**src/rtl/dram_port_arbiter.sv**
```systemverilog
// Round-robin arbiter between per-hart DRAM strobe ports and one downstream controller port.
// Each hart owns a single pending slot; busy is the registered pending flag.
module dram_port_arbiter #(
  parameter int NHARTS = 2
) (
  input  logic                   CLK,
  input  logic                   RST,
  input  logic [32*NHARTS-1:0]   w_dram_addr,
  input  logic [32*NHARTS-1:0]   w_dram_wdata,
  input  logic [NHARTS-1:0]      w_dram_we_t,
  input  logic [NHARTS-1:0]      w_dram_le,
  input  logic [3*NHARTS-1:0]    w_dram_ctrl,
  output logic [NHARTS-1:0]      w_dram_busy,
  output logic [32*NHARTS-1:0]   w_dram_odata,
  output logic [31:0]            w_grant,
  output logic                   w_proto_err,
  output logic [31:0]            m_addr,
  output logic [31:0]            m_wdata,
  output logic [2:0]             m_ctrl,
  output logic                   m_we,
  output logic                   m_le,
  input  logic                   m_busy,
  input  logic [31:0]            m_odata
);

  localparam int IW = (NHARTS > 1) ? $clog2(NHARTS) : 1;

  localparam logic [1:0] S_IDLE  = 2'd0;
  localparam logic [1:0] S_ISSUE = 2'd1;
  localparam logic [1:0] S_WAIT  = 2'd2;

  logic [31:0] addr_in  [NHARTS];
  logic [31:0] wdata_in [NHARTS];
  logic [2:0]  ctrl_in  [NHARTS];

  logic [1:0]        state_q, state_d;
  logic [IW-1:0]     win_q, win_d;
  logic [IW-1:0]     last_q, last_d;
  logic              first_wait_q, first_wait_d;
  logic [NHARTS-1:0] pend_q, pend_d;
  logic [NHARTS-1:0] slot_we_q, slot_we_d;
  logic [31:0]       slot_addr_q  [NHARTS];
  logic [31:0]       slot_addr_d  [NHARTS];
  logic [31:0]       slot_wdata_q [NHARTS];
  logic [31:0]       slot_wdata_d [NHARTS];
  logic [2:0]        slot_ctrl_q  [NHARTS];
  logic [2:0]        slot_ctrl_d  [NHARTS];
  logic [31:0]       odata_q [NHARTS];
  logic [31:0]       odata_d [NHARTS];
  logic              proto_err_q, proto_err_d;
  logic [31:0]       m_addr_q, m_addr_d;
  logic [31:0]       m_wdata_q, m_wdata_d;
  logic [2:0]        m_ctrl_q, m_ctrl_d;
  logic              m_we_q, m_we_d;
  logic              m_le_q, m_le_d;

  logic              found;
  logic [IW-1:0]     cand;
  logic [IW-1:0]     hi;

  genvar g;
  generate
    for (g = 0; g < NHARTS; g++) begin : g_hart
      assign addr_in[g]                = w_dram_addr[32*g +: 32];
      assign wdata_in[g]               = w_dram_wdata[32*g +: 32];
      assign ctrl_in[g]                = w_dram_ctrl[3*g +: 3];
      assign w_dram_odata[32*g +: 32]  = odata_q[g];
    end
  endgenerate

  always_comb begin
    state_d      = state_q;
    win_d        = win_q;
    last_d       = last_q;
    first_wait_d = first_wait_q;
    pend_d       = pend_q;
    slot_we_d    = slot_we_q;
    slot_addr_d  = slot_addr_q;
    slot_wdata_d = slot_wdata_q;
    slot_ctrl_d  = slot_ctrl_q;
    odata_d      = odata_q;
    proto_err_d  = proto_err_q;
    m_addr_d     = m_addr_q;
    m_wdata_d    = m_wdata_q;
    m_ctrl_d     = m_ctrl_q;
    m_we_d       = m_we_q;
    m_le_d       = m_le_q;
    found        = 1'b0;
    cand         = '0;
    hi           = '0;

    // A strobe is only accepted into an empty slot; anything else is flagged and dropped.
    for (int unsigned i = 0; i < NHARTS; i++) begin
      hi = IW'(i);
      if (w_dram_we_t[hi] || w_dram_le[hi]) begin
        if ((w_dram_we_t[hi] && w_dram_le[hi]) || pend_q[hi]) begin
          proto_err_d = 1'b1;
        end else begin
          pend_d[hi]       = 1'b1;
          slot_we_d[hi]    = w_dram_we_t[hi];
          slot_addr_d[hi]  = addr_in[hi];
          slot_wdata_d[hi] = wdata_in[hi];
          slot_ctrl_d[hi]  = ctrl_in[hi];
        end
      end
    end

    case (state_q)
      S_IDLE: begin
        if (|pend_q) begin
          for (int unsigned k = 1; k <= NHARTS; k++) begin
            cand = IW'((32'(last_q) + k) % NHARTS);
            if (!found && pend_q[cand]) begin
              found = 1'b1;
              win_d = cand;
            end
          end
          m_addr_d  = slot_addr_q[win_d];
          m_wdata_d = slot_wdata_q[win_d];
          m_ctrl_d  = slot_ctrl_q[win_d];
          m_we_d    = slot_we_q[win_d];
          m_le_d    = !slot_we_q[win_d];
          state_d   = S_ISSUE;
        end
      end
      S_ISSUE: begin
        m_we_d       = 1'b0;
        m_le_d       = 1'b0;
        first_wait_d = 1'b1;
        state_d      = S_WAIT;
      end
      S_WAIT: begin
        // Downstream may raise busy late, so the first WAIT cycle never completes.
        first_wait_d = 1'b0;
        if (!first_wait_q && !m_busy) begin
          if (!slot_we_q[win_q]) begin
            odata_d[win_q] = m_odata;
          end
          pend_d[win_q] = 1'b0;
          last_d        = win_q;
          state_d       = S_IDLE;
        end
      end
      default: state_d = S_IDLE;
    endcase
  end

  always_ff @(posedge CLK or posedge RST) begin
    if (RST) begin
      state_q      <= S_IDLE;
      win_q        <= '0;
      last_q       <= IW'(NHARTS - 1);
      first_wait_q <= 1'b0;
      pend_q       <= '0;
      slot_we_q    <= '0;
      slot_addr_q  <= '{default: '0};
      slot_wdata_q <= '{default: '0};
      slot_ctrl_q  <= '{default: '0};
      odata_q      <= '{default: '0};
      proto_err_q  <= 1'b0;
      m_addr_q     <= '0;
      m_wdata_q    <= '0;
      m_ctrl_q     <= '0;
      m_we_q       <= 1'b0;
      m_le_q       <= 1'b0;
    end else begin
      state_q      <= state_d;
      win_q        <= win_d;
      last_q       <= last_d;
      first_wait_q <= first_wait_d;
      pend_q       <= pend_d;
      slot_we_q    <= slot_we_d;
      slot_addr_q  <= slot_addr_d;
      slot_wdata_q <= slot_wdata_d;
      slot_ctrl_q  <= slot_ctrl_d;
      odata_q      <= odata_d;
      proto_err_q  <= proto_err_d;
      m_addr_q     <= m_addr_d;
      m_wdata_q    <= m_wdata_d;
      m_ctrl_q     <= m_ctrl_d;
      m_we_q       <= m_we_d;
      m_le_q       <= m_le_d;
    end
  end

  assign w_dram_busy = pend_q;
  assign w_grant     = (state_q == S_IDLE) ? '0 : 32'(win_q);
  assign w_proto_err = proto_err_q;
  assign m_addr      = m_addr_q;
  assign m_wdata     = m_wdata_q;
  assign m_ctrl      = m_ctrl_q;
  assign m_we        = m_we_q;
  assign m_le        = m_le_q;

endmodule

```
**config.mk**
```make
export PLATFORM = sky130hd
export DESIGN_NAME = dram_port_arbiter
export DESIGN_NICKNAME = d
export VERILOG_FILES = /design/src/rtl/dram_port_arbiter.sv
export SDC_FILE = /design/constraint.sdc
export NUM_CORES = 1
export LEC_CHECK = 0
export ABC_AREA = 1
export BUFFER_PORTS_ARGS = -buffer_cell sky130_fd_sc_hd__buf_2
export CORE_MARGIN = 4
export CORE_UTILIZATION = 52
export DETAILED_ROUTE_END_ITERATION = 10
export GPL_TIMING_DRIVEN = 0
export PLACE_DENSITY_LB_ADDON = 0.1
export SYNTH_ARGS = -nofsm -noshare
export SYNTH_HDL_FRONTEND = slang
export SYNTH_SLANG_ARGS = --single-unit
```
**constraint.sdc**
```tcl
create_clock -name CLK -period 9.8 [get_ports CLK]
set_input_delay 0.98 -clock CLK [delete_from_list [all_inputs] [get_ports CLK]]
set_output_delay 0.98 -clock CLK [all_outputs]
set_load 0.02 [all_outputs]
```
==> results of run 1 <==
==> stage by stage <==
step / power (mW) / util / cells / hold WS, ps / setup TNS [ps]
floorplan: 2.810 / - / 1385 / 469.9 / 0
global placement: 3.314 / 0.6262 / 1974 / 457.8 / -502440
detailed placement: 3.359 / 0.6291 / 1976 / 461.3 / 0
CTS: 4.570 / 0.6777 / 2032 / 362.4 / 0
global route: 4.849 / 0.6780 / 2035 / 369.0 / 0
finish: 4.547 / 0.6783 / 2037 / 372.2 / 0
==> cell usage after synthesis, types with 3 or more instances <==
cell,n,share of area
dfrtp_1,276,0.59
clkbuf_2,3,0.0013
buf_6,11,0.011
a21oi_1,138,0.059
inv_1,177,0.056
buf_4,42,0.027
ha_1,3,0.0032
nand3_1,142,0.060
o21ai_0,41,0.017
o21ai_1,28,0.012
clkbuf_1,22,0.0070
nand2_1,286,0.091
nor2_1,139,0.044
buf_2,29,0.012
inv_2,3,0.00096
==> cell type report <==
| class | count | area (sq um) |
|---|---|---|
| diodes | 5 | 12.51 |
| plain buffers | 109 | 689.4 |
| clock buffers | 48 | 949.7 |
| clock inverters | 8 | 121.4 |
| fillers | 1846 | 7087 |
| inverters | 180 | 683.2 |
| multi-input cells | 819 | 3598 |
| flip-flops and latches | 277 | 6933 |
| well taps | 280 | 350.3 |
| repair buffers | 311 | 1602 |
==> logic make-up (layout without fill, tap and decap cells) <==
logic type	after synthesis	count (layout)	synth area share
simple gates	574	574	0.2004
fa+ha+maj	3	3	0.003186
compound gates	211	211	0.09195
flops	277	277	0.5883
other cells	1	36	0.0003182
buf+inv	289	656	0.1158
==> registers in the layout (all words and copies together), names as in the netlist <==
register,count
m_we,1
w_proto_err,1
first_wait_q,1
state_q,2
slot_we_q,2
m_wdata,32
w_dram_busy,2
m_ctrl,3
m_le,1
slot_addr_q,64
m_addr,32
win_q,1
last_q,1
slot_ctrl_q,6
slot_wdata_q,64
w_dram_odata,64
==> worst min path at each step <==
stage	endpoint	start	cells past startpoint	slack [ps]
2_1_floorplan	state_q[0]	state_q[0]	2	470
3_3_place_gp	m_ctrl[1]	m_ctrl[1]	2	460
3_5_place_dp	m_addr[14]	m_addr[14]	2	460
4_1_cts	slot_addr_q[15]	RST	2	360
5_1_grt	slot_addr_q[15]	RST	2	370
6_report	slot_addr_q[16]	RST	2	370
==> report_power, final <==
| part | internal (mW) | switching [mW] |
|---|---|---|
| Combinational | 0.525 | 1.09 |
| Sequential | 1.56 | 0.168 |
| Clock | 0.740 | 0.459 |
==> layer usage <==
metal | vias up | wire length [um] | GRT usage
met1 | 4748 | 13910 | 0.3572
met5 | - | 29 | 0
met3 | 71 | 2650 | 0.05382
met4 | 4 | 1035 | 0.07555
met2 | 373 | 15370 | 0.4121
li1 | 4914 | - | -
==> results.sh, run 1 <==
export IMPL_grt_pass1_wl_um=51650
export IMPL_clock_sinks=277
export IMPL_final_cell_mix="buf_2, nand2_1, dfrtp_1"
export IMPL_areaGrowthSynthToFinish_pct=26.78
export IMPL_max_slew_margin=0.5702
export IMPL_layout_drive_gt1_share=0.2608
export IMPL_hold_viol=0
export IMPL_r2r_setup_slack_ps=7730
export IMPL_dr_pass1_iters=5
export IMPL_crit_chain="inv_1 > ha_1 > nor2_1 > buf_2"
export IMPL_worstMarginPinSlew_ps=644.7
export IMPL_criticalPathCategory="flop to output port"
export IMPL_crit_cells=4
export IMPL_cellPowerDensity_nw_per_um2=304.4
export IMPL_nNetsFinal=1904
export IMPL_synth_ff_latch_count=277
export IMPL_core_rowCount=54
export IMPL_r2r_end="m_addr[14]"
export IMPL_die_w_um=158.5
export IMPL_cts_buffer_depth=3
export IMPL_async_reset_ff_frac=1.000
export IMPL_final_antenna_net_count=0
export IMPL_die_area_sq_um=25130
export IMPL_placed_area_sq_um=13860
export IMPL_maxSlewViolCount=0
export IMPL_syn_area_sq_um=11780
export IMPL_cts_buffers_inserted=30
export IMPL_grt_max_degree=131
export IMPL_antenna_found_initial=5
export IMPL_core_area_sq_um=22030
export IMPL_setup_viol=0
export IMPL_fin_area_sq_um=14940
export IMPL_period_share=0.2719
export IMPL_via_per_inst=4.963
export IMPL_drv_cap=0
export IMPL_wl_per_cell_um=16.20
export IMPL_irDropWorstVdd_mv=0.2184
export IMPL_max_freq_mhz=375.2
export IMPL_hp_class="input port to asynchronous set/reset pin"
export IMPL_drcViolationCount=0
export IMPL_yosysSeqAreaShare=0.5883
export IMPL_mostFrequentLayoutCell="buf_2"
export IMPL_slowest_delay_ps=390
export IMPL_initial_utilization=0.5350
export IMPL_rr_startpoint="state_q[1]"
export IMPL_ff2ff_path_depth=7
export IMPL_critical_path_slowest_cell="dfrtp_1"
export IMPL_post_cts_buffers=0
export IMPL_rsz0062_at_grt="no"
export IMPL_grt_pass1_vias=10050
export IMPL_cp_max_fo=5
export IMPL_postSynthAreaPerCell_sq_um=8.697
export IMPL_io_buffer_count=309
export IMPL_cts_max_level=1
export IMPL_endpoint_kind="output port"
export IMPL_status="finished, final reports clean"
export IMPL_critPathBufInv=2
export IMPL_dp_slack_ps=7498
export IMPL_yosys_warnings=0
export IMPL_synth_ff_type="dfrtp_1"
export IMPL_fin_crit_ps=2665
export IMPL_clk_latency_ps=550
export IMPL_drt_total_wl_um=33000
export IMPL_netlist_instances=1355
export IMPL_power_leakage_nw=8.298
export IMPL_worstPathRequired_ps=8820
export IMPL_skew_ps=18.34
export IMPL_hpwl_um=23610
export IMPL_first_iter_violations=620
export IMPL_clk_pin_slew_worst_paths_ps=60
export IMPL_io_pins=341
export IMPL_crit_family="flip-flops"
export IMPL_cts_tree="built"
export IMPL_grt_overflow=0
export IMPL_synth_edf_count=0
export IMPL_post_cts_resize_count=0
export IMPL_timing_final_ws_setup_ps=7135
export IMPL_critPathLaunchType="flop"
export IMPL_critPathLaunch="state_q[1]"
export IMPL_endpoint="w_grant[0]"
export IMPL_yosys_cell_types_count=25
export IMPL_cp_arrival_ps=1690
export IMPL_gp_congestion=0.8387
export IMPL_postCtsHoldBufs=0
export IMPL_grtUsageTotal=0.2569
export IMPL_die_y_um=158.5
export IMPL_root_buffer="clkbuf_16"
export IMPL_num_vias=10110
Power figures use the tool's default switching activity.
==> run 2, diff against run 1 <==
Settings changed: CORE_UTILIZATION 52 to 47.
Clock period 9.8 ns to 2.3 ns, I/O delays scaled along.
==> run 2 against run 1 <==
  * Critical path depth is 3 higher
  * Sequential share of layout area is 5.0 points lower
  * Via count is 7.0% higher
  * Register-to-register slack worse by 7500 ps
  * Largest power group unchanged
  * Hold slack worse by 330 ps
  * Largest cell class unchanged
  * Non-clock buffer count is 176 higher
  * Die area is 10% higher
  * First-iteration DRC count is 35% higher
  * Sequential power grew to 4.3 times the previous value
  * Utilization is 0.62 points higher
  * Clock skew is 7.5 ps lower
  * Sequential cell count stayed put
==> results.sh, run 2 (same netlist as run 1, synthesis figures left out) <==
export IMPL_status="finished, final reports clean"
export IMPL_grt_pass1_vias=11330
export IMPL_die_w_um=166.3
export IMPL_nNetsFinal=2079
export IMPL_cts_tree="built"
export IMPL_mostFrequentLayoutCell="buf_2"
export IMPL_clock_sinks=277
export IMPL_core_area_sq_um=24460
export IMPL_power_leakage_nw=9.032
export IMPL_final_antenna_net_count=0
export IMPL_io_pins=341
export IMPL_cts_buffers_inserted=29
export IMPL_wl_per_cell_um=15.92
export IMPL_rsz0062_at_grt="no"
export IMPL_critPathLaunchType="flop"
export IMPL_r2r_end="m_wdata[26]"
export IMPL_r2r_setup_slack_ps=270
export IMPL_cts_buffer_depth=3
export IMPL_gp_congestion=0.8222
export IMPL_crit_chain="inv_1 > ha_1 > o21ai_4 > inv_2 > clkbuf_1 > nand3_1 > nand2_1"
export IMPL_die_area_sq_um=27670
export IMPL_grt_max_degree=44
export IMPL_multi_input_area_sq_um=3598
export IMPL_first_iter_violations=839
export IMPL_io_buffer_count=309
export IMPL_fillers=1912
export IMPL_final_cell_mix="buf_2, nand2_1, dfrtp_1"
export IMPL_worstPathRequired_ps=2770
export IMPL_clk_pin_slew_worst_paths_ps=60
export IMPL_max_freq_mhz=493.8
export IMPL_cp_max_fo=10
export IMPL_initial_utilization=0.4817
export IMPL_root_buffer="clkbuf_16"
export IMPL_max_slew_margin=0.6288
export IMPL_areaGrowthSynthToFinish_pct=42.08
export IMPL_drv_cap=0
export IMPL_endpoint_kind="flop"
export IMPL_via_per_inst=4.797
export IMPL_critical_path_slowest_cell="clkbuf_1"
export IMPL_setup_viol=0
export IMPL_total_power_mw=19.51
export IMPL_post_cts_buffers=0
export IMPL_cp_arrival_ps=2490
export IMPL_clk_latency_ps=540
export IMPL_maxSlewViolCount=0
export IMPL_hpwl_um=24340
export IMPL_period_share=0.8805
export IMPL_worstMarginPinSlew_ps=556.8
export IMPL_ff2ff_path_depth=7
export IMPL_register_area_sq_um=6933
export IMPL_hold_viol=0
export IMPL_fin_crit_ps=2025
export IMPL_grt_overflow=0
export IMPL_grt_pass1_wl_um=58660
export IMPL_antenna_found_initial=4
export IMPL_slowest_delay_ps=470
export IMPL_min_to="last_q"
export IMPL_whs_ps=44.99
export IMPL_criticalPathCategory="flop to flop"
export IMPL_drcViolationCount=0
export IMPL_hold_path_cell_count=4
export IMPL_hp_class="input port to flop"
export IMPL_drt_total_wl_um=35890
export IMPL_rr_startpoint="state_q[1]"
export IMPL_skew_ps=10.89
export IMPL_dr_pass1_iters=5
export IMPL_cts_max_level=1
export IMPL_core_rowCount=57
export IMPL_cellPowerDensity_nw_per_um2=1165
export IMPL_irDropWorstVdd_mv=0.6740
export IMPL_die_y_um=166.3
export IMPL_grtUsageTotal=0.2569
export IMPL_layout_drive_gt1_share=0.2394
export IMPL_num_vias=10820
export IMPL_hp_start="m_busy"
[run 2: what timing repair did]
action                                 in CTS  in global routing
endpoints found under the hold margin     218                  0
resized for setup                           0                  0
hold buffers                              171                  0
[run 2: worst max-delay path by stage]
stage / to / startpoint
floorplan: first_wait_q / RST
global placement: m_wdata[7] / RST
detailed placement: m_wdata[26] / state_q[0]
CTS: m_addr[10] / state_q[0]
global route: m_wdata[28] / state_q[1]
finish: m_wdata[26] / state_q[1]
[run 2: layer usage]
| metal | GRT usage | routed length (um) |
|---|---|---|
| met1 | 0.3471 | 15180 |
| met2 | 0.4189 | 17050 |
| met3 | 0.04761 | 2483 |
| met4 | 0.09356 | 1170 |
| met5 | 0 | 12 |
[run 2: metrics by stage]
| stage | setup WS [ps] | utilization | TNS, ps | std cells | cell area [sq um] |
|---|---|---|---|---|---|
| 2_1_floorplan | -1595 | - | -440710 | 1385 | 11900 |
| 3_3_place_gp | -3333 | 0.5663 | -913860 | 2018 | 13850 |
| 3_5_place_dp | 293.8 | 0.5720 | 0 | 2025 | 13990 |
| 4_1_cts | 288.6 | 0.6839 | 0 | 2250 | 16730 |
| 5_1_grt | 96.67 | 0.6842 | 0 | 2253 | 16740 |
| 6_report | 274.8 | 0.6844 | 0 | 2255 | 16740 |
[run 2: worst max-delay path, delay by kind of cell (launching register included)]
kind	cells	cell delay (ps)
buffers and inverters	3	800
AND/OR/NAND/NOR	2	250
adder cells (fa/ha/maj)	1	310
AO/OA/AOI/OAI	1	200
flip-flops	1	400
[run 2: where the power goes]
group | internal (mW) | total, mW | switching (mW)
Clock | 3.07 | 5.00 | 1.93
Combinational | 2.44 | 7.13 | 4.69
Sequential | 6.66 | 7.39 | 0.732
Total | 12.2 | 19.5 | 7.35
[run 2: cell type report]
class / count / share of cell area
repair buffers: 487 / 0.2030
clock buffers: 40 / 0.04940
flip-flops and latches: 277 / 0.4141
diodes: 5 / 0.0007473
well taps: 324 / 0.02421
multi-input cells: 819 / 0.2149
plain buffers: 109 / 0.04118
inverters: 180 / 0.04058
clock inverters: 14 / 0.01188
==> run 3, diff against run 2 <==
Settings changed: ABC_AREA 1 to default, CORE_MARGIN 4 to 3, CORE_UTILIZATION 47 to 46.
==> run 3 against run 2 <==
  * Sequential power increased by 13%
  * Design area decreased by 3.8%
  * Sequential share of layout area increased by 1.6 points
  * Combinational power increased by 11%
  * Clock power decreased by 4%
  * Register-to-register slack got worse by 120 ps
==> results.sh, run 3 <==
export IMPL_status="finished, final reports clean"
export IMPL_hold_viol=0
export IMPL_cp_max_fo=10
export IMPL_layout_drive_gt1_share=0.4404
export IMPL_grt_overflow=0
export IMPL_synth_edf_count=0
export IMPL_cts_buffer_depth=3
export IMPL_fin_crit_ps=2187
export IMPL_total_power_mw=21.12
export IMPL_cts_max_level=1
export IMPL_synth_ff_latch_count=277
export IMPL_die_w_um=161.8
export IMPL_synth_area_leaders="dfrtp_1, mux2_2, a21oi_1"
export IMPL_period_share=0.9507
export IMPL_grt_pass1_vias=9083
export IMPL_syn_area_sq_um=11160
export IMPL_crit_family="buffers and inverters"
export IMPL_whs_ps=53.67
export IMPL_cellPowerDensity_nw_per_um2=1311
export IMPL_worstMarginPinSlew_ps=694.7
export IMPL_areaGrowthSynthToFinish_pct=44.32
export IMPL_grt_max_degree=42
export IMPL_cp_arrival_ps=2610
export IMPL_synth_most_common_cell="dfrtp_1"
export IMPL_maxSlewViolCount=0
export IMPL_synth_top_area_frac=0.6189
export IMPL_place_inst=1545
export IMPL_num_vias=8589
export IMPL_core_area_sq_um=23680
export IMPL_finalSetupTns_ps=0
export IMPL_dr_pass1_iters=4
export IMPL_critPathLaunchType="input port"
export IMPL_irDropWorstVdd_mv=0.7627
export IMPL_io_buffer_count=309
export IMPL_final_cell_mix="buf_2, dfrtp_1, mux2_2"
export IMPL_rsz0062_at_grt="no"
export IMPL_critPathBufInv=4
export IMPL_crit_top_cell="buf_2"
export IMPL_async_reset_ff_frac=1.000
export IMPL_clk_pin_slew_worst_paths_ps=60
export IMPL_yosys_cell_types_count=30
export IMPL_worstPathRequired_ps=2730
export IMPL_cts_buffers_inserted=30
export IMPL_hpwl_um=20690
export IMPL_criticalPathCategory="input port to flop"
export IMPL_root_buffer="clkbuf_16"
export IMPL_clock_sinks=277
export IMPL_final_antenna_net_count=0
export IMPL_placed_area_sq_um=13390
export IMPL_yosys_warnings=0
export IMPL_mostFrequentLayoutCell="buf_2"
export IMPL_fin_area_sq_um=16110
export IMPL_dp_slack_ps=-86.90
export IMPL_max_slew_margin=0.5338
export IMPL_grtUsageTotal=0.2331
export IMPL_grt_pass1_wl_um=49060
export IMPL_setup_viol=0
export IMPL_timing_final_ws_setup_ps=113.4
export IMPL_slowest_delay_ps=550
export IMPL_hp_class="input port to flop"
export IMPL_synth_top_cell_by_area="dfrtp_1"
export IMPL_initial_utilization=0.4712
export IMPL_clk_latency_ps=550
export IMPL_endpoint_kind="flop"
export IMPL_drt_total_wl_um=30490
export IMPL_yosysSeqAreaShare=0.6213
export IMPL_io_pins=341
export IMPL_postSynthAreaPerCell_sq_um=12.70
export IMPL_critical_path_slowest_cell="dlygate4sd3_1"
export IMPL_gp_congestion=0.7499
export IMPL_max_freq_mhz=457.3
export IMPL_wl_per_cell_um=17.22
export IMPL_final_util=0.6801
export IMPL_power_leakage_nw=7.855
export IMPL_crit_chain="dlygate4sd3_1 > buf_2 > xnor2_1 > nor2_1 > buf_2 > buf_4 > mux2_2"
export IMPL_die_y_um=161.8
export IMPL_core_rowCount=56
export IMPL_synth_commonest_cells="dfrtp_1, mux2_2, a21oi_1"
export IMPL_drv_cap=0
export IMPL_skew_ps=15.67
export IMPL_first_iter_violations=438
export IMPL_die_area_sq_um=26160
export IMPL_netlist_instances=879
export IMPL_nNetsFinal=1603
export IMPL_instances_no_fill=1771
export IMPL_via_per_inst=4.850
export IMPL_synth_ff_type="dfrtp_1"
export IMPL_cts_tree="built"
export IMPL_drcViolationCount=0
export IMPL_antenna_found_initial=0
==> run 3: cells by family (layout without fill, tap and decap cells) <==
family | after synthesis | count (layout) | synth area share
DFF | 277 | 277 | 0.6213
buffers and inverters | 85 | 627 | 0.04440
and+or+nand+nor | 162 | 162 | 0.05673
other | 1 | 32 | 0.0003360
xor gates and xnor gates | 2 | 2 | 0.001570
muxes | 202 | 202 | 0.2038
AOI/OAI and AO/OA | 145 | 145 | 0.06671
adders and majority gates | 5 | 5 | 0.005158
==> run 3: final timing paths <==
| check | from | end | slack (ps) | cells after the start |
|---|---|---|---|---|
| max | w_dram_we_t[1] | slot_wdata_q[9] | 110 | 7 |
| min | w_dram_le[1] | w_proto_err | 50 | 3 |
| max reg2reg | w_dram_busy[1] | slot_wdata_q[9] | 150 | 4 |
| min reg2reg | last_q | last_q | 470 | 2 |
| max in group asynchronous | RST | slot_wdata_q[59] | 800 | 7 |
| min in group asynchronous | RST | w_dram_odata[44] | 300 | 3 |
==> run 3: layout make-up <==
| cell class | count | area (sq um) |
|---|---|---|
| Inverter | 5 | 22.52 |
| Clock inverter | 10 | 91.34 |
| Timing Repair Buffer | 487 | 3416 |
| Clock buffer | 46 | 920.9 |
| Sequential cell | 277 | 6933 |
| Multi-Input combinational cell | 547 | 3846 |
| Tap cell | 319 | 399.1 |
| Antenna cell | 1 | 2.502 |
| Buffer | 79 | 474.2 |
| Fill cell | 1793 | 7577 |
==> run 3: metal layers <==
metal,wire (um),global-route usage,share of wire,vias to the layer above
met4,810,0.06514,0.027,0
met3,1906,0.04999,0.063,55
met5,0,0,0,-
met2,14890,0.3950,0.49,268
met1,12880,0.3064,0.42,4210
li1,-,-,-,4056
==> run 3: what timing repair did <==
item,CTS,global route
resized for setup,0,3
endpoints found under the setup margin,9,30
buffers inserted,0,0
hold buffers,170,0
endpoints found under the hold margin,222,0
==> run 3: power by group <==
part | switching (mW) | total, mW | leakage (nW) | internal [mW]
clock | 1.95 | 4.81 | 0.499 | 2.86
combinational | 4.63 | 7.94 | 3.95 | 3.32
sequential | 1.18 | 8.36 | 3.40 | 7.18
total | 7.76 | 21.1 | 7.86 | 13.4
==> run 3: worst min-delay path: cells and delay by family <==
kind | cells | cell delay (ps)
adder cells (fa/ha/maj) | 1 | 140
buffers and inverters | 1 | 100
AND/OR/NAND/NOR | 1 | 90
